<file path="src/rtl/cmd_response_tx_pkg.sv">
// cmd_resp_pkg: response framing constants, FSM states and the packet byte selector.
`timescale 1ns/1ps
package cmd_resp_pkg;
  localparam logic [7:0] RESP_HEADER = 8'h55;
  localparam int RESP_LEN = 7;
  localparam int IDX_W = $clog2(RESP_LEN);
  typedef enum logic [1:0] {IDLE, SEND, GAP} state_t;
  function automatic logic [7:0] resp_byte(input logic [7:0] op, input logic [31:0] cmd, input logic [IDX_W-1:0] idx);
    logic [7:0] sum;
    sum = op ^ cmd[31:24] ^ cmd[23:16] ^ cmd[15:8] ^ cmd[7:0];
    case (idx)
      3'd0: resp_byte = RESP_HEADER;
      3'd1: resp_byte = op;
      3'd2: resp_byte = cmd[31:24];
      3'd3: resp_byte = cmd[23:16];
      3'd4: resp_byte = cmd[15:8];
      3'd5: resp_byte = cmd[7:0];
      default: resp_byte = sum;
    endcase
  endfunction
endpackage

</file>
<file path="src/rtl/cmd_response_tx_if.sv">
// cmd_response_tx_if: decoder command inputs and UART transmit strobe/byte outputs.
`timescale 1ns/1ps
interface cmd_response_tx_if;
  logic        cmd_valid;
  logic [7:0]  opcode;
  logic [31:0] command;
  logic        trans_en;
  logic [7:0]  data_out;
  modport master (output cmd_valid, opcode, command, input trans_en, data_out);
  modport slave (input cmd_valid, opcode, command, output trans_en, data_out);
endinterface

</file>
<file path="src/rtl/cmd_response_tx_byte_pacer.sv">
// byte_pacer: after start, pulses done on the last of BYTE_PERIOD-1 gap cycles.
`timescale 1ns/1ps
module byte_pacer #(
  parameter int CLKS_PER_BIT = 10417,
  parameter int FRAME_BITS = 11
) (
  input  logic start,
  input  logic clock,
  input  logic reset,
  output logic done
);
  localparam int BYTE_PERIOD = FRAME_BITS * CLKS_PER_BIT;
  localparam int CNT_W = $clog2(BYTE_PERIOD);
  logic [CNT_W-1:0] cnt_q, cnt_d;
  logic run_q, run_d;
  always_comb begin
    run_d = start | (run_q & (cnt_q != '0));
    cnt_d = start ? CNT_W'(BYTE_PERIOD - 2) : (run_q & (cnt_q != '0)) ? cnt_q - 1'b1 : cnt_q;
  end
  always_ff @(posedge clock or posedge reset) begin
    if (reset) begin
      cnt_q <= '0;
      run_q <= 1'b0;
    end else begin
      cnt_q <= cnt_d;
      run_q <= run_d;
    end
  end
  assign done = run_q & (cnt_q == '0);
endmodule

</file>
<file path="src/rtl/cmd_response_tx.sv">
// cmd_response_tx: frames each decoded command into a paced 7-byte UART response.
`timescale 1ns/1ps
module cmd_response_tx
  import cmd_resp_pkg::*;
#(
  parameter int CLKS_PER_BIT = 10417,
  parameter int FRAME_BITS = 11
) (
  input  logic       clock,
  input  logic       reset,
  cmd_response_tx_if.slave bus,
  output logic       busy,
  output logic [7:0] drop_count
);
  state_t state_q, state_d;
  logic [IDX_W-1:0] idx_q, idx_d;
  logic [7:0] op_q, op_d, pop_q, pop_d, drop_q, drop_d, dout_q, dout_d;
  logic [31:0] cmd_q, cmd_d, pcmd_q, pcmd_d;
  logic cv_q, pv_q, pv_d, te_q, te_d, start, done;
  logic rise, last, gap_end, drain, to_idle;
  byte_pacer #(.CLKS_PER_BIT(CLKS_PER_BIT), .FRAME_BITS(FRAME_BITS)) u_pacer (
    .start(start), .clock(clock), .reset(reset), .done(done)
  );
  assign rise    = bus.cmd_valid & ~cv_q;
  assign last    = idx_q == IDX_W'(RESP_LEN - 1);
  assign gap_end = (state_q == GAP) & done;
  assign drain   = gap_end & last & pv_q;
  // A packet ending with nothing pending behaves like IDLE for a same-cycle rise.
  assign to_idle = (state_q == IDLE) | (gap_end & last & ~pv_q);
  always_comb begin
    state_d = state_q;
    idx_d = idx_q;
    op_d = op_q;
    cmd_d = cmd_q;
    pv_d = pv_q;
    pop_d = pop_q;
    pcmd_d = pcmd_q;
    drop_d = drop_q;
    start = 1'b0;
    te_d = 1'b0;
    dout_d = dout_q;
    if (state_q == SEND) begin
      te_d = 1'b1;
      dout_d = resp_byte(op_q, cmd_q, idx_q);
      start = 1'b1;
      state_d = GAP;
    end
    if (gap_end) begin
      state_d = (!last || pv_q) ? SEND : IDLE;
      idx_d = last ? '0 : idx_q + 1'b1;
    end
    if (drain) begin
      op_d = pop_q;
      cmd_d = pcmd_q;
      pv_d = 1'b0;
    end
    if (rise && to_idle) begin
      op_d = bus.opcode;
      cmd_d = bus.command;
      idx_d = '0;
      state_d = SEND;
    end else if (rise && (!pv_q || drain)) begin
      pop_d = bus.opcode;
      pcmd_d = bus.command;
      pv_d = 1'b1;
    end else if (rise) begin
      drop_d = drop_q + 8'(drop_q != 8'hff);
    end
  end
  always_ff @(posedge clock or posedge reset) begin
    if (reset) begin
      state_q <= IDLE;
      idx_q <= '0;
      op_q <= '0;
      cmd_q <= '0;
      pv_q <= 1'b0;
      pop_q <= '0;
      pcmd_q <= '0;
      drop_q <= '0;
      te_q <= 1'b0;
      dout_q <= '0;
      cv_q <= 1'b1;
    end else begin
      state_q <= state_d;
      idx_q <= idx_d;
      op_q <= op_d;
      cmd_q <= cmd_d;
      pv_q <= pv_d;
      pop_q <= pop_d;
      pcmd_q <= pcmd_d;
      drop_q <= drop_d;
      te_q <= te_d;
      dout_q <= dout_d;
      cv_q <= bus.cmd_valid;
    end
  end
  assign bus.trans_en = te_q;
  assign bus.data_out = dout_q;
  assign busy = (state_q != IDLE) | pv_q;
  assign drop_count = drop_q;
endmodule

</file>
<file path="src/flat_wrapper.sv">
// flat-port wrapper written by rule: the top's interface ports become plain ports
module cmd_response_tx_flat import cmd_resp_pkg::*;
#(
  parameter int CLKS_PER_BIT = 10417,
  parameter int FRAME_BITS = 11
)
  (clock, reset, busy, drop_count, bus_cmd_valid, bus_opcode, bus_command, bus_trans_en, bus_data_out);
  cmd_response_tx_if bus_i ();
  input  logic clock;
  input  logic reset;
  output logic busy;
  output logic [7:0] drop_count;
  input wire logic [$bits(bus_i.cmd_valid)-1:0] bus_cmd_valid;
  input wire logic [$bits(bus_i.opcode)-1:0] bus_opcode;
  input wire logic [$bits(bus_i.command)-1:0] bus_command;
  output wire logic [$bits(bus_i.trans_en)-1:0] bus_trans_en;
  output wire logic [$bits(bus_i.data_out)-1:0] bus_data_out;
  assign bus_i.cmd_valid = bus_cmd_valid;
  assign bus_i.opcode = bus_opcode;
  assign bus_i.command = bus_command;
  assign bus_trans_en = bus_i.trans_en;
  assign bus_data_out = bus_i.data_out;
  cmd_response_tx #(.CLKS_PER_BIT(CLKS_PER_BIT), .FRAME_BITS(FRAME_BITS)) u_core (.clock(clock), .reset(reset), .bus(bus_i), .busy(busy), .drop_count(drop_count));
endmodule
</file>
<file path="config.mk">
export PLATFORM = sky130hd
export DESIGN_NAME = cmd_response_tx_flat
export DESIGN_NICKNAME = d
export VERILOG_FILES = /design/src/rtl/cmd_response_tx_pkg.sv /design/src/rtl/cmd_response_tx_if.sv /design/src/rtl/cmd_response_tx_byte_pacer.sv /design/src/rtl/cmd_response_tx.sv /design/src/flat_wrapper.sv
export SDC_FILE = /design/constraint.sdc
export NUM_CORES = 1
export LEC_CHECK = 0
export ABC_AREA = 1
export BUFFER_PORTS_ARGS = -buffer_cell sky130_fd_sc_hd__buf_2
export CORE_MARGIN = 1
export CORE_UTILIZATION = 62
export CTS_BUF_LIST = sky130_fd_sc_hd__clkbuf_4 sky130_fd_sc_hd__clkbuf_8
export CTS_CLUSTER_DIAMETER = 120
export DETAILED_ROUTE_END_ITERATION = 16
export PLACE_DENSITY = 0.87
export SKIP_LAST_GASP = 1
export SYNTH_ARGS = -nofsm -noshare
export SYNTH_HDL_FRONTEND = slang
export SYNTH_SLANG_ARGS = --single-unit
</file>
<file path="constraint.sdc">
create_clock -name clock -period 5.5 [get_ports clock]
set_input_delay 1.1 -clock clock [delete_from_list [all_inputs] [get_ports clock]]
set_output_delay 1.1 -clock clock [all_outputs]
set_load 0.02 [all_outputs]
</file>
== Yosys cells after proc, flatten, opt, wreduce, memory -nomap -nowiden ==
Cells that the tools add are included.

* Flip-flop bits (word level): 122
* Input port bits: 43
* Output and inout port bits: 18
* Logic and storage cells: 78

* $add $sub $neg: 3
* Eq/ne operators: 9
* Mux-type cells: 18
* Bitwise gates (word level): 18
* Reductions and logical operators: 17

{| class="wikitable"
|+ Operators with widths
! kind !! count
|-
| $mux W32 || 2
|-
| $pmux W8 S6 || 1
|-
| $mux W17 || 2
|-
| $xor A8 B8 Y8 || 4
|-
| $logic_not A17 Y1 || 1
|-
| $reduce_bool A17 Y1 || 1
|-
| $sub A17 B1 Y17 const B || 1
|-
| $mux W8 || 2
|-
| $eq A3 B3 Y1 const B || 3
|-
| $mux W3 || 3
|-
| $add A8 B1 Y8 || 1
|-
| $ne A8 B8 Y1 const B || 1
|-
| $reduce_bool A2 Y1 || 4
|-
| $and A1 B1 Y1 || 7
|-
| $eq A3 B2 Y1 const B || 2
|-
| $mux W2 || 3
|-
| $mux W1 || 5
|-
| $not A1 Y1 || 4
|-
| $add A3 B1 Y3 const B || 1
|-
| $eq A3 B1 Y1 const B || 1
|-
| $logic_not A3 Y1 || 1
|-
| $or A1 B1 Y1 || 3
|-
| $reduce_and A3 Y1 || 1
|-
| $reduce_bool A3 Y1 || 1
|-
| 7 further kinds || 10
|}

== Logic depth before layout (Yosys ltp) ==
Gate-level depths: netlist of the first run.

* Depth after elaboration: 9
* Depth in mapped cells: 11
* Mapped depth without buffers: 10

== Hierarchy ==
From an unflattened synthesis of the first run, not the netlist that was laid out.

* Cells, all modules: 942
* Area total of the unflattened synthesis: 7023.0 um2

{| class="wikitable"
|+ By module, submodules not included
! module !! times used !! cells each !! area an instance (um2) !! sequential area each (um2)
|-
| cmd_response_tx || 1 || 769 || 5815.6 || 2603.7
|-
| byte_pacer || 1 || 173 || 1207.4 || 450.4
|}

== Least setup slack after synthesis of the first run ==
No wires, ideal clock.

* Kind: reg2out
* Start: reg u_core.pv_q
* End: out busy
* Arrival time: 1.099 ns
* Data required time: 4.400 ns
* Path slack: 3.301 ns
* Stages on the path, launching flop included: 4
* Path buffers: 2
* Cells stage by stage: dfrtp_1 > clkbuf_1 > clkbuf_1 > or2_2

* Word-level cells in the longest chain between the ends: 1

{| class="wikitable"
|+ Ends and longest elaborated chain
! what !! RTL line !! text
|-
| start: declaration || cmd_response_tx.sv:19 || <nowiki>logic cv_q, pv_q, pv_d, te_q, te_d, start, done;</nowiki>
|-
| start signal: assignment || cmd_response_tx.sv:88 || <nowiki>pv_q <= pv_d;</nowiki>
|-
| $or A1 B1 Y1 || cmd_response_tx.sv:99 || <nowiki>assign busy = (state_q != IDLE) | pv_q;</nowiki>
|-
| end: declaration || flat_wrapper.sv:11 || <nowiki>output logic busy;</nowiki>
|}

Every way passes these cells.

== Worst setup path in the final report of the first run ==
* Start: reg u_core.idx_q[1]
* End: reg u_core.pop_q[3]

* Word-level cells in the longest chain between the ends: 7
* Elaborated cells between the ends (all ways): 10
* Classes of those cells: eq/ne: 1; bitwise: 5; reduce/logical: 4

{| class="wikitable"
|+ Ends and longest elaborated chain
! what !! RTL line !! text
|-
| start: declaration || cmd_response_tx.sv:16 || <nowiki>logic [IDX_W-1:0] idx_q, idx_d;</nowiki>
|-
| start signal: assignment || cmd_response_tx.sv:85 || <nowiki>idx_q <= idx_d;</nowiki>
|-
| $eq A3 B3 Y1 * || cmd_response_tx.sv:25 || <nowiki>assign last = idx_q == IDX_W'(RESP_LEN - 1);</nowiki>
|-
| $and A1 B1 Y1 * || cmd_response_tx.sv:27, cmd_response_tx.sv:29 ||
|-
| $and A1 B1 Y1 || cmd_response_tx.sv:29 || <nowiki>assign to_idle = (state_q == IDLE) | (gap_end & last & ~pv_q);</nowiki>
|-
| $or A1 B1 Y1 || cmd_response_tx.sv:29 ||
|-
| $logic_and A1 B1 Y1 || cmd_response_tx.sv:57 || <nowiki>if (rise && to_idle) begin</nowiki>
|-
| $not A1 Y1 (no source line) || n/a ||
|-
| $reduce_and A2 Y1 (no source line) * || n/a ||
|-
| end signal: assignment || cmd_response_tx.sv:89 || <nowiki>pop_q <= pop_d;</nowiki>
|-
| end: declaration || cmd_response_tx.sv:17 || <nowiki>logic [7:0] op_q, op_d, pop_q, pop_d, drop_q, drop_d, dout_q, dout_d;</nowiki>
|}

Mark *: on every way between the ends. The rest lies on a longest branch, timed or not.
A chain may end at the register's enable or synchronous reset.

==> impl_metrics.xml, run 1 <==
<?xml version="1.0" encoding="UTF-8"?>
<metrics>
  <group name="status">
    <metric name="status" unit="">finished, final reports clean</metric>
  </group>
  <group name="sta">
    <metric name="finClkSkew" unit="ns">0.01153</metric>
    <metric name="final.setup.tns" unit="ns">0</metric>
    <metric name="grt_setup_unrepaired" unit="">false</metric>
    <metric name="timing_max_transition_violations_final" unit="">0</metric>
    <metric name="timing.fmax" unit="MHz">305.6</metric>
    <metric name="fin_crit_share" unit="%">59.50</metric>
    <metric name="fin_crit" unit="ns">3.273</metric>
    <metric name="max_slew.worst_pin.slew" unit="ns">1.020</metric>
    <metric name="worst_slack" unit="ns">2.227</metric>
    <metric name="max_slew_margin" unit="%">32.02</metric>
    <metric name="final_setup_violation_count" unit="">0</metric>
    <metric name="hold_violations" unit="">0</metric>
  </group>
  <group name="logic_synthesis">
    <metric name="ys_dominant_reg_cell" unit="">sky130_fd_sc_hd__dfrtp_1</metric>
    <metric name="syn-num-nets" unit="">951</metric>
    <metric name="syn-cell-area" unit="sq um">6863</metric>
    <metric name="asyncSetResetFlopFracSynth" unit="%">100.0</metric>
    <metric name="synthTopCellsByCount" unit="">sky130_fd_sc_hd__nand2_1, sky130_fd_sc_hd__nand3_1, sky130_fd_sc_hd__dfrtp_1</metric>
    <metric name="seq_area_frac_synth" unit="%">44.50</metric>
    <metric name="synth.area.top_cells" unit="">sky130_fd_sc_hd__dfrtp_1, sky130_fd_sc_hd__nand2_1, sky130_fd_sc_hd__nand3_1, sky130_fd_sc_hd__nand4_1, sky130_fd_sc_hd__inv_1</metric>
    <metric name="yosys.area.top_type" unit="">sky130_fd_sc_hd__dfrtp_1</metric>
    <metric name="synth-edff-count" unit="">0</metric>
    <metric name="yosys_register_bits" unit="">122</metric>
    <metric name="yosys.area.top_type_share" unit="%">44.12</metric>
    <metric name="yosysWarnings" unit="">0</metric>
    <metric name="postSynthCellCount" unit="">903</metric>
    <metric name="post_synth.cell_area_avg" unit="sq um">7.600</metric>
    <metric name="yosysMostFrequentCell" unit="">sky130_fd_sc_hd__nand2_1</metric>
    <metric name="yosys.cell_types.count" unit="">35</metric>
  </group>
  <group name="clocking">
    <metric name="htree_levels" unit="">4</metric>
    <metric name="cts-resized-gates" unit="">0</metric>
    <metric name="tritoncts" unit="">yes</metric>
    <metric name="clkLatencyLatePin" unit="ns">0.46</metric>
    <metric name="numClockSinks" unit="">122</metric>
    <metric name="number_of_buffers_added_by_the_clock_tree_synthesis_step" unit="">17</metric>
    <metric name="cts.clk_slew.worst_paths" unit="ns">0.08</metric>
    <metric name="cts_max_path_buffers" unit="">2</metric>
    <metric name="holdBufCountCts" unit="">0</metric>
    <metric name="postCtsSetupBuffers" unit="">0</metric>
    <metric name="clockRootBuffer" unit="">sky130_fd_sc_hd__clkbuf_8</metric>
  </group>
  <group name="detailed_routing">
    <metric name="initialDrtViolationCount" unit="">633</metric>
    <metric name="wl_per_cell" unit="um">15.06</metric>
    <metric name="detail_route.drc_violations" unit="">0</metric>
    <metric name="drt_pre_antenna_iters" unit="">6</metric>
    <metric name="routed_via_density" unit="">5.707</metric>
    <metric name="drt.antenna.violating_nets" unit="">0</metric>
    <metric name="wirelength" unit="um">16430</metric>
    <metric name="num_vias" unit="">6226</metric>
  </group>
  <group name="final_layout">
    <metric name="antenna-diode-count" unit="">0</metric>
    <metric name="n_fill_cell" unit="">905</metric>
    <metric name="utilization" unit="%">69.44</metric>
    <metric name="area_delta_synth_final" unit="%">9.207</metric>
    <metric name="design.final.nets" unit="">987</metric>
    <metric name="number_of_non_filler_instances_in_the_completed_layout" unit="">1091</metric>
    <metric name="fraction_of_final_layout_cells_with_drive_strength_greater_than_1" unit="%">13.04</metric>
  </group>
  <group name="global_route">
    <metric name="wire_length_of_the_first_global_routing_pass" unit="um">27420</metric>
    <metric name="grt_use_total" unit="%">30.73</metric>
    <metric name="grt_antenna_before_repair" unit="">0</metric>
    <metric name="grt_start_max_net_pins" unit="">85</metric>
    <metric name="grt_overflow_total" unit="">0</metric>
    <metric name="number_of_global_route_vias_before_repair" unit="">5710</metric>
  </group>
  <group name="power_and_ir_drop">
    <metric name="total_leakage_power" unit="nW">3.722</metric>
    <metric name="power-per-cell-area" unit="nW/um^2">245.6</metric>
    <metric name="vdd_ir_drop_max" unit="mV">0.2748</metric>
  </group>
  <group name="critical_path">
    <metric name="critical_path_required" unit="ns">5.85</metric>
    <metric name="startpoint_type" unit="">flop</metric>
    <metric name="cell_occurring_most_often_along_the_worst_timing_path" unit="">sky130_fd_sc_hd__nand2_1</metric>
    <metric name="cp_max_fo" unit="">43</metric>
    <metric name="max_stage_delay" unit="ns">0.80</metric>
    <metric name="worstPathArrival" unit="ns">3.63</metric>
    <metric name="cp_slowest_cell" unit="">sky130_fd_sc_hd__nor2_4</metric>
    <metric name="worstPathCellList" unit="">nand2_2 -&gt; nor2_4 -&gt; nand4_1 -&gt; nand2_1 -&gt; buf_4 -&gt; nand2_2 -&gt; nand2_1 -&gt; nand2_1</metric>
    <metric name="critical_path.endpoint_type" unit="">flop</metric>
    <metric name="timing.setup.critical_path_class" unit="">reg2reg</metric>
  </group>
  <group name="floorplanning">
    <metric name="total_die_area" unit="sq um">11490</metric>
    <metric name="placement_rows" unit="">38</metric>
    <metric name="die-height" unit="um">107.2</metric>
    <metric name="start_util" unit="%">63.59</metric>
    <metric name="design.core.area" unit="sq um">10790</metric>
    <metric name="ios" unit="">61</metric>
    <metric name="die-width" unit="um">107.2</metric>
  </group>
  <group name="placed_design">
    <metric name="post-place-ws" unit="ns">2.245</metric>
    <metric name="gpl.final_weighted_congestion" unit="">0.9345</metric>
    <metric name="buffer_ports.inserted" unit="">60</metric>
    <metric name="placedCellCount" unit="">1060</metric>
    <metric name="final_hpwl_from_detailed_placement" unit="um">11000</metric>
  </group>
  <group name="hold_path">
    <metric name="hold_path.class" unit="">reg2reg</metric>
  </group>
  <group name="job">
    <metric name="maxCapViolCount" unit="">0</metric>
  </group>
</metrics>
[placed cells by master (no fill, tap or decap), drive strengths merged, types with 6 or more instances in the layout]
cell type    n
nand4       56
buf         66
nor2        39
clkbuf      20
o21ai       27
inv         96
dfrtp      121
a21oi        7
xnor2       14
nand3      154
nand2      289
nor3         6
xor2        28
[path summary, 6_finish.rpt]
kind	from	cells after the start	to	slack [ns]
max	u_core.idx_q[1]	8	u_core.pop_q[3]	2.23
min	u_core.pcmd_q[21]	2	u_core.pcmd_q[21]	0.48
max reg2reg	u_core.idx_q[1]	8	u_core.pop_q[3]	2.23
min reg2reg	u_core.pcmd_q[21]	2	u_core.pcmd_q[21]	0.48
max in group asynchronous	reset	3	u_core.drop_count[1]	3.56
min in group asynchronous	reset	2	u_core.state_q[1]	0.86
[worst max-delay path, delay by kind of cell (launching register included)]
kind	cells	cell delay [ns]
AND/OR/NAND/NOR	7	2.20
flip-flops	1	0.51
buffers and inverters	1	0.39
[registers in the layout (all words and copies together), names as in the netlist]
name,cells
u_core.bus.data_out,8
u_core.bus.trans_en,1
u_core.cmd_q,32
u_core.cv_q,1
u_core.drop_count,8
u_core.idx_q,3
u_core.op_q,8
u_core.pcmd_q,32
u_core.pop_q,8
u_core.pv_q,1
u_core.state_q,2
u_core.u_pacer.cnt_q,17
u_core.u_pacer.run_q,1
[power breakdown]
group,switching (mW),internal (mW)
combinational,0.0781,0.0386
clock,0.368,0.426
sequential,0.0193,0.910
[layer usage]
metal | vias up | GRT usage, % | part of all wire (%)
met5 | - | 0 | 0
met4 | 0 | 10.76 | 1.5
li1 | 2998 | - | -
met2 | 241 | 46.91 | 47
met3 | 30 | 7.477 | 7.1
met1 | 2957 | 42.72 | 44
[per-stage QoR]
stage	power [mW]	area (sq um)	hold slack, ns
2_1_floorplan	1.014	6863	0.4422
3_3_place_gp	1.061	7104	0.4545
3_5_place_dp	1.064	7104	0.4586
4_1_cts	1.848	7495	0.4769
5_1_grt	1.909	7495	0.4948
6_report	1.841	7495	0.4761
[area by class of cell]
type	count	area [sq um]	area share, %
clock buffer	20	269.0	3.589
clock inverter	11	121.4	1.619
inverter	96	364.1	4.858
multi-input combinational	636	3166	42.24
sequential	122	3054	40.75
tap	140	175.2	2.337
timing repair buffer	66	345.3	4.608
[logic make-up after synthesis]
logic type      share of synthesized area [%]
simple gates                            36.28
xor+xnor                                5.360
compound gates                          3.537
flops                                   44.50
buf+inv                                 9.407
fa+ha+maj                              0.9116
No activity file was read; power rests on OpenSTA's default activity.
==> run 2, diff against run 1 <==
==> constraint.sdc (replaced) <==
create_clock -name clock -period 3.1 [get_ports clock]
set_input_delay 0.62 -clock clock [delete_from_list [all_inputs] [get_ports clock]]
set_output_delay 0.62 -clock clock [all_outputs]
set_load 0.02 [all_outputs]
==> impl_metrics.xml, run 2 (synthesis results as in run 1) <==
<?xml version="1.0" encoding="UTF-8"?>
<metrics>
  <group name="status">
    <metric name="status" unit="">finished, final reports clean</metric>
  </group>
  <group name="clocking">
    <metric name="cts-resized-gates" unit="">0</metric>
    <metric name="holdBufCountCts" unit="">0</metric>
    <metric name="number_of_buffers_added_by_the_clock_tree_synthesis_step" unit="">17</metric>
    <metric name="postCtsSetupBuffers" unit="">0</metric>
    <metric name="clockRootBuffer" unit="">sky130_fd_sc_hd__clkbuf_8</metric>
    <metric name="tritoncts" unit="">yes</metric>
    <metric name="cts.clk_slew.worst_paths" unit="ns">0.07</metric>
    <metric name="clkLatencyLatePin" unit="ns">0.44</metric>
    <metric name="cts_max_path_buffers" unit="">2</metric>
    <metric name="numClockSinks" unit="">122</metric>
    <metric name="htree_levels" unit="">4</metric>
  </group>
  <group name="floorplanning">
    <metric name="design.core.area" unit="sq um">10790</metric>
    <metric name="die-width" unit="um">107.2</metric>
    <metric name="die-height" unit="um">107.2</metric>
    <metric name="ios" unit="">61</metric>
    <metric name="total_die_area" unit="sq um">11490</metric>
    <metric name="start_util" unit="%">63.59</metric>
    <metric name="placement_rows" unit="">38</metric>
  </group>
  <group name="sta">
    <metric name="max_slew.worst_pin.slew" unit="ns">0.7929</metric>
    <metric name="fin_crit_share" unit="%">79.99</metric>
    <metric name="max_slew_margin" unit="%">46.95</metric>
    <metric name="grt_setup_unrepaired" unit="">false</metric>
    <metric name="timing.fmax" unit="MHz">403.3</metric>
    <metric name="hold_violations" unit="">0</metric>
    <metric name="final_setup_violation_count" unit="">0</metric>
    <metric name="fin_crit" unit="ns">2.480</metric>
    <metric name="finClkSkew" unit="ns">0.01215</metric>
    <metric name="timing_max_transition_violations_final" unit="">0</metric>
    <metric name="final.setup.tns" unit="ns">0</metric>
  </group>
  <group name="global_route">
    <metric name="wire_length_of_the_first_global_routing_pass" unit="um">27430</metric>
    <metric name="number_of_global_route_vias_before_repair" unit="">5710</metric>
    <metric name="grt_overflow_total" unit="">0</metric>
    <metric name="grt_use_total" unit="%">30.44</metric>
    <metric name="grt_antenna_before_repair" unit="">0</metric>
    <metric name="grt_start_max_net_pins" unit="">54</metric>
  </group>
  <group name="critical_path">
    <metric name="crit-reg2reg-launch" unit="">u_core.u_pacer.cnt_q[0]</metric>
    <metric name="worst_setup_path_startpoint" unit="">u_core.u_pacer.cnt_q[0]</metric>
    <metric name="worstPathArrival" unit="ns">2.86</metric>
    <metric name="worst_r2r_path_depth" unit="">10</metric>
    <metric name="startpoint_type" unit="">flop</metric>
    <metric name="critical_path.endpoint_type" unit="">flop</metric>
    <metric name="timing.setup.critical_path_class" unit="">reg2reg</metric>
    <metric name="cp_max_fo" unit="">43</metric>
    <metric name="critical_path_required" unit="ns">3.48</metric>
  </group>
  <group name="final_layout">
    <metric name="n_fill_cell" unit="">883</metric>
    <metric name="area_delta_synth_final" unit="%">9.553</metric>
    <metric name="mostFrequentLayoutCells" unit="">sky130_fd_sc_hd__nand2_1, sky130_fd_sc_hd__nand3_1, sky130_fd_sc_hd__dfrtp_1</metric>
    <metric name="fraction_of_final_layout_cells_with_drive_strength_greater_than_1" unit="%">13.31</metric>
    <metric name="fin_area" unit="sq um">7518</metric>
    <metric name="antenna-diode-count" unit="">0</metric>
    <metric name="design.final.nets" unit="">991</metric>
    <metric name="layout_top_registers" unit="">u_core.cmd_q x32, u_core.pcmd_q x32, u_core.u_pacer.cnt_q x17</metric>
    <metric name="mostFrequentLayoutCell" unit="">sky130_fd_sc_hd__nand2_1</metric>
    <metric name="number_of_non_filler_instances_in_the_completed_layout" unit="">1094</metric>
  </group>
  <group name="power_and_ir_drop">
    <metric name="power-per-cell-area" unit="nW/um^2">426.9</metric>
    <metric name="vdd_ir_drop_max" unit="mV">0.3681</metric>
    <metric name="total_leakage_power" unit="nW">3.727</metric>
  </group>
  <group name="detailed_routing">
    <metric name="wirelength" unit="um">16010</metric>
    <metric name="drt_pre_antenna_iters" unit="">6</metric>
    <metric name="detail_route.drc_violations" unit="">0</metric>
    <metric name="routed_via_density" unit="">5.607</metric>
    <metric name="drt.antenna.violating_nets" unit="">0</metric>
    <metric name="wl_per_cell" unit="um">14.64</metric>
    <metric name="initialDrtViolationCount" unit="">565</metric>
    <metric name="num_vias" unit="">6134</metric>
  </group>
  <group name="placed_design">
    <metric name="placedCellCount" unit="">1064</metric>
    <metric name="buffer_ports.inserted" unit="">60</metric>
    <metric name="final_hpwl_from_detailed_placement" unit="um">10720</metric>
    <metric name="dpl-instance-area" unit="sq um">7148</metric>
    <metric name="gpl.final_weighted_congestion" unit="">0.8944</metric>
  </group>
  <group name="hold_path">
    <metric name="hold_path.class" unit="">in2async</metric>
  </group>
  <group name="job">
    <metric name="maxCapViolCount" unit="">0</metric>
  </group>
</metrics>
==> run 2: path summary, 6_finish.rpt <==
| path | to | slack [ns] |
|---|---|---|
| max reg2reg | u_core.pcmd_q[22] | 0.62 |
| min reg2reg | u_core.pcmd_q[19] | 0.47 |
| max | u_core.pcmd_q[22] | 0.62 |
| min | u_core.u_pacer.run_q | 0.30 |
| max in group asynchronous | u_core.pcmd_q[18] | 2.01 |
| min in group clock | u_core.cv_q | 0.31 |
==> run 2: worst max-delay path: stages (launching register included) <==
cell,delay [ns]
sky130_fd_sc_hd__dfrtp_1,0.38
sky130_fd_sc_hd__inv_1,0.15
sky130_fd_sc_hd__ha_1,0.19
sky130_fd_sc_hd__nand3_2,0.10
sky130_fd_sc_hd__nor2_4,0.15
sky130_fd_sc_hd__nand4_2,0.12
sky130_fd_sc_hd__nand2_4,0.40
sky130_fd_sc_hd__nor2_2,0.08
sky130_fd_sc_hd__nand2_2,0.59
sky130_fd_sc_hd__nand2_1,0.14
sky130_fd_sc_hd__nand2_1,0.09
==> run 2: layout make-up <==
cell class,count,area (sq um),share of cell area (%)
Clock inverter,12,128.9,1.714
Tap cell,140,175.2,2.330
Multi-Input combinational cell,636,3166,42.10
Sequential cell,122,3054,40.62
Inverter,96,365.4,4.859
Clock buffer,18,241.5,3.212
Timing Repair Buffer,70,387.9,5.159
==> run 2: report_power, final <==
group | total [mW] | internal, mW | switching, mW
clock | 1.35 | 0.707 | 0.643
sequential | 1.65 | 1.62 | 0.0326
combinational | 0.212 | 0.0720 | 0.140
==> run 2: per-stage QoR <==
step	utilization, %	power (mW)	setup slack (ns)	hold WS, ns
detailed placement	66.23	1.893	0.6401	0.4587
CTS	69.66	3.229	0.6164	0.2950
global route	69.66	3.330	0.3308	0.2895
global placement	66.23	1.888	0.7066	0.4545
floorplan	-	1.800	0.9835	0.4422
finish	69.66	3.210	0.6202	0.2961
==> run 2: metal layers <==
layer / GRT usage, % / vias up / part of all wire [%]
met5: 0 / - / 0
met4: 11.35 / 0 / 1.9
met1: 41.55 / 2839 / 44
met3: 7.052 / 25 / 7.1
li1: - / 3011 / -
met2: 47.33 / 259 / 47
==> run 3, diff against run 2 <==
--- a/config.mk
+++ b/config.mk
@@ -8,11 +8,11 @@
 export ABC_AREA = 1
 export BUFFER_PORTS_ARGS = -buffer_cell sky130_fd_sc_hd__buf_2
 export CORE_MARGIN = 1
-export CORE_UTILIZATION = 62
+export CORE_UTILIZATION = 56
 export CTS_BUF_LIST = sky130_fd_sc_hd__clkbuf_4 sky130_fd_sc_hd__clkbuf_8
 export CTS_CLUSTER_DIAMETER = 120
 export DETAILED_ROUTE_END_ITERATION = 16
-export PLACE_DENSITY = 0.87
+export PLACE_DENSITY = 0.83
 export SKIP_LAST_GASP = 1
 export SYNTH_ARGS = -nofsm -noshare
 export SYNTH_HDL_FRONTEND = slang
==> constraint.sdc (replaced) <==
create_clock -name clock -period 2.05 [get_ports clock]
set_input_delay 0.41 -clock clock [delete_from_list [all_inputs] [get_ports clock]]
set_output_delay 0.41 -clock clock [all_outputs]
set_load 0.02 [all_outputs]
==> impl_metrics.xml, run 3 (synthesis results as in run 1) <==
<?xml version="1.0" encoding="UTF-8"?>
<metrics>
  <group name="floorplanning">
    <metric name="start_util" unit="%">57.37</metric>
    <metric name="design.core.area" unit="sq um">11960</metric>
    <metric name="placement_rows" unit="">40</metric>
    <metric name="ios" unit="">61</metric>
    <metric name="total_die_area" unit="sq um">12700</metric>
    <metric name="die-height" unit="um">112.7</metric>
    <metric name="die-width" unit="um">112.7</metric>
  </group>
  <group name="critical_path">
    <metric name="timing.setup.critical_path_class" unit="">reg2out</metric>
    <metric name="worst-path-buf-inv" unit="">2</metric>
    <metric name="reg2reg_slack" unit="ns">0.18</metric>
    <metric name="worstPathArrival" unit="ns">1.55</metric>
    <metric name="cp_slowest_cell" unit="">sky130_fd_sc_hd__dfrtp_1</metric>
    <metric name="worst_path_dominant_cell_family" unit="">flip-flops</metric>
    <metric name="max_stage_delay" unit="ns">0.43</metric>
    <metric name="critical_path_required" unit="ns">1.64</metric>
    <metric name="cp_max_fo" unit="">30</metric>
    <metric name="worstPathCellList" unit="">buf_6 -&gt; or2_2 -&gt; buf_2</metric>
    <metric name="critical_path.endpoint_type" unit="">output pin</metric>
    <metric name="startpoint_type" unit="">flop</metric>
  </group>
  <group name="sta">
    <metric name="final.setup.tns" unit="ns">0</metric>
    <metric name="final_setup_violation_count" unit="">0</metric>
    <metric name="max_slew.worst_pin.slew" unit="ns">0.5129</metric>
    <metric name="hold_violations" unit="">0</metric>
    <metric name="fin_crit_share" unit="%">95.66</metric>
    <metric name="finClkSkew" unit="ns">0.01085</metric>
    <metric name="timing_max_transition_violations_final" unit="">0</metric>
    <metric name="grt_setup_unrepaired" unit="">false</metric>
    <metric name="max_slew_margin" unit="%">65.62</metric>
    <metric name="fin_crit" unit="ns">1.961</metric>
    <metric name="timing.fmax" unit="MHz">509.9</metric>
  </group>
  <group name="final_layout">
    <metric name="mostFrequentLayoutCells" unit="">sky130_fd_sc_hd__nand2_1, sky130_fd_sc_hd__nand3_1, sky130_fd_sc_hd__dfrtp_1</metric>
    <metric name="fraction_of_final_layout_cells_with_drive_strength_greater_than_1" unit="%">14.83</metric>
    <metric name="design.final.nets" unit="">1006</metric>
    <metric name="mostFrequentLayoutCell" unit="">sky130_fd_sc_hd__nand2_1</metric>
    <metric name="antenna-diode-count" unit="">0</metric>
    <metric name="layout_top_registers" unit="">u_core.cmd_q x32, u_core.pcmd_q x32, u_core.u_pacer.cnt_q x17</metric>
    <metric name="area_delta_synth_final" unit="%">12.82</metric>
  </group>
  <group name="clocking">
    <metric name="postCtsSetupBuffers" unit="">0</metric>
    <metric name="htree_levels" unit="">4</metric>
    <metric name="clockRootBuffer" unit="">sky130_fd_sc_hd__clkbuf_8</metric>
    <metric name="cts.clk_slew.worst_paths" unit="ns">0.08</metric>
    <metric name="number_of_buffers_added_by_the_clock_tree_synthesis_step" unit="">17</metric>
    <metric name="clkLatencyLatePin" unit="ns">0.44</metric>
    <metric name="tritoncts" unit="">yes</metric>
    <metric name="numClockSinks" unit="">122</metric>
    <metric name="cts_max_path_buffers" unit="">2</metric>
  </group>
  <group name="power_and_ir_drop">
    <metric name="power-per-cell-area" unit="nW/um^2">642.5</metric>
    <metric name="power.switching_fraction" unit="%">26.12</metric>
    <metric name="total_leakage_power" unit="nW">3.831</metric>
    <metric name="p_int" unit="mW">3.676</metric>
    <metric name="comb_power_share" unit="%">6.7</metric>
    <metric name="total_power" unit="mW">4.975</metric>
    <metric name="vdd_ir_drop_max" unit="mV">0.5513</metric>
    <metric name="clock_power_share" unit="%">43.1</metric>
    <metric name="power.sequential.fraction" unit="%">50.2</metric>
    <metric name="power.switching" unit="mW">1.299</metric>
  </group>
  <group name="detailed_routing">
    <metric name="routed_via_density" unit="">5.664</metric>
    <metric name="wirelength" unit="um">17070</metric>
    <metric name="initialDrtViolationCount" unit="">595</metric>
    <metric name="num_vias" unit="">6332</metric>
    <metric name="wl_per_cell" unit="um">15.26</metric>
    <metric name="drt.antenna.violating_nets" unit="">0</metric>
    <metric name="detail_route.drc_violations" unit="">0</metric>
    <metric name="drt_pre_antenna_iters" unit="">5</metric>
  </group>
  <group name="job">
    <metric name="maxCapViolCount" unit="">0</metric>
  </group>
  <group name="placed_design">
    <metric name="buffer_ports.inserted" unit="">60</metric>
    <metric name="gpl.final_weighted_congestion" unit="">0.9202</metric>
    <metric name="final_hpwl_from_detailed_placement" unit="um">11620</metric>
  </group>
  <group name="global_route">
    <metric name="grt_start_max_net_pins" unit="">47</metric>
    <metric name="number_of_global_route_vias_before_repair" unit="">5938</metric>
    <metric name="grt_overflow_total" unit="">0</metric>
    <metric name="grt_antenna_before_repair" unit="">0</metric>
    <metric name="grt_use_total" unit="%">28.68</metric>
    <metric name="wire_length_of_the_first_global_routing_pass" unit="um">28930</metric>
  </group>
  <group name="hold_path">
    <metric name="hold_path.class" unit="">in2reg</metric>
  </group>
  <group name="status">
    <metric name="status" unit="">finished, final reports clean</metric>
  </group>
</metrics>
run 3: cell type report:
| type | instances | area (sq um) |
|---|---|---|
| well taps | 147 | 183.9 |
| repair buffers | 85 | 564.3 |
| flip-flops and latches | 122 | 3055 |
| clock inverters | 14 | 147.6 |
| clock buffers | 18 | 247.7 |
| fillers | 1021 | 4219 |
| inverters | 96 | 369.1 |
| multi-input cells | 636 | 3174 |
run 3: metal layers:
| layer | vias up | global-route usage [%] | part of all wire (%) |
|---|---|---|---|
| li1 | 3045 | - | - |
| met1 | 2972 | 39.74 | 44 |
| met2 | 273 | 43.87 | 46 |
| met3 | 42 | 6.802 | 7.1 |
| met4 | 0 | 11.02 | 2.7 |
| met5 | - | 0 | 0 |
run 3: path summary, 6_finish.rpt:
path,startpoint,endpoint,cells after the start
min,bus_cmd_valid,u_core.cv_q,1
max reg2reg,u_core.u_pacer.cnt_q[6],u_core.pcmd_q[1],10
min in group asynchronous,reset,u_core.pcmd_q[28],3
max,u_core.pv_q,busy,3
max in group asynchronous,reset,u_core.drop_count[6],4
min reg2reg,u_core.pcmd_q[21],u_core.pcmd_q[21],2
run 3: metrics by stage:
stage                     hold slack, ns  worst slack [ns]  instances  util [%]  instance area (sq um)
final                            0.07329           0.08897       1118     64.73                   7742
after global routing             0.04853          0.005165       1118     64.73                   7742
after floorplan                   0.4145            0.1435        903         -                   6867
after CTS                        0.04922         0.0007009       1118     64.52                   7717
after detailed placement          0.3828            0.1020       1085     61.13                   7312
after global placement            0.3838            0.1597       1085     61.13                   7312
run 3: repair_timing:
| action | CTS | global route |
|---|---|---|
| resized for setup | 0 | 7 |
| endpoints found under the setup margin | 0 | 71 |
| hold buffers | 1 | 0 |
| endpoints found under the hold margin | 6 | 0 |
run 3: power by group through the flow:
stage	Combinational, mW	Clock (mW)	Sequential [mW]
after floorplan	0.148	0	2.57
after global placement	0.328	0	2.54
after detailed placement	0.334	0	2.54
after CTS	0.339	2.17	2.49
after global routing	0.371	2.28	2.50
final	0.336	2.14	2.50
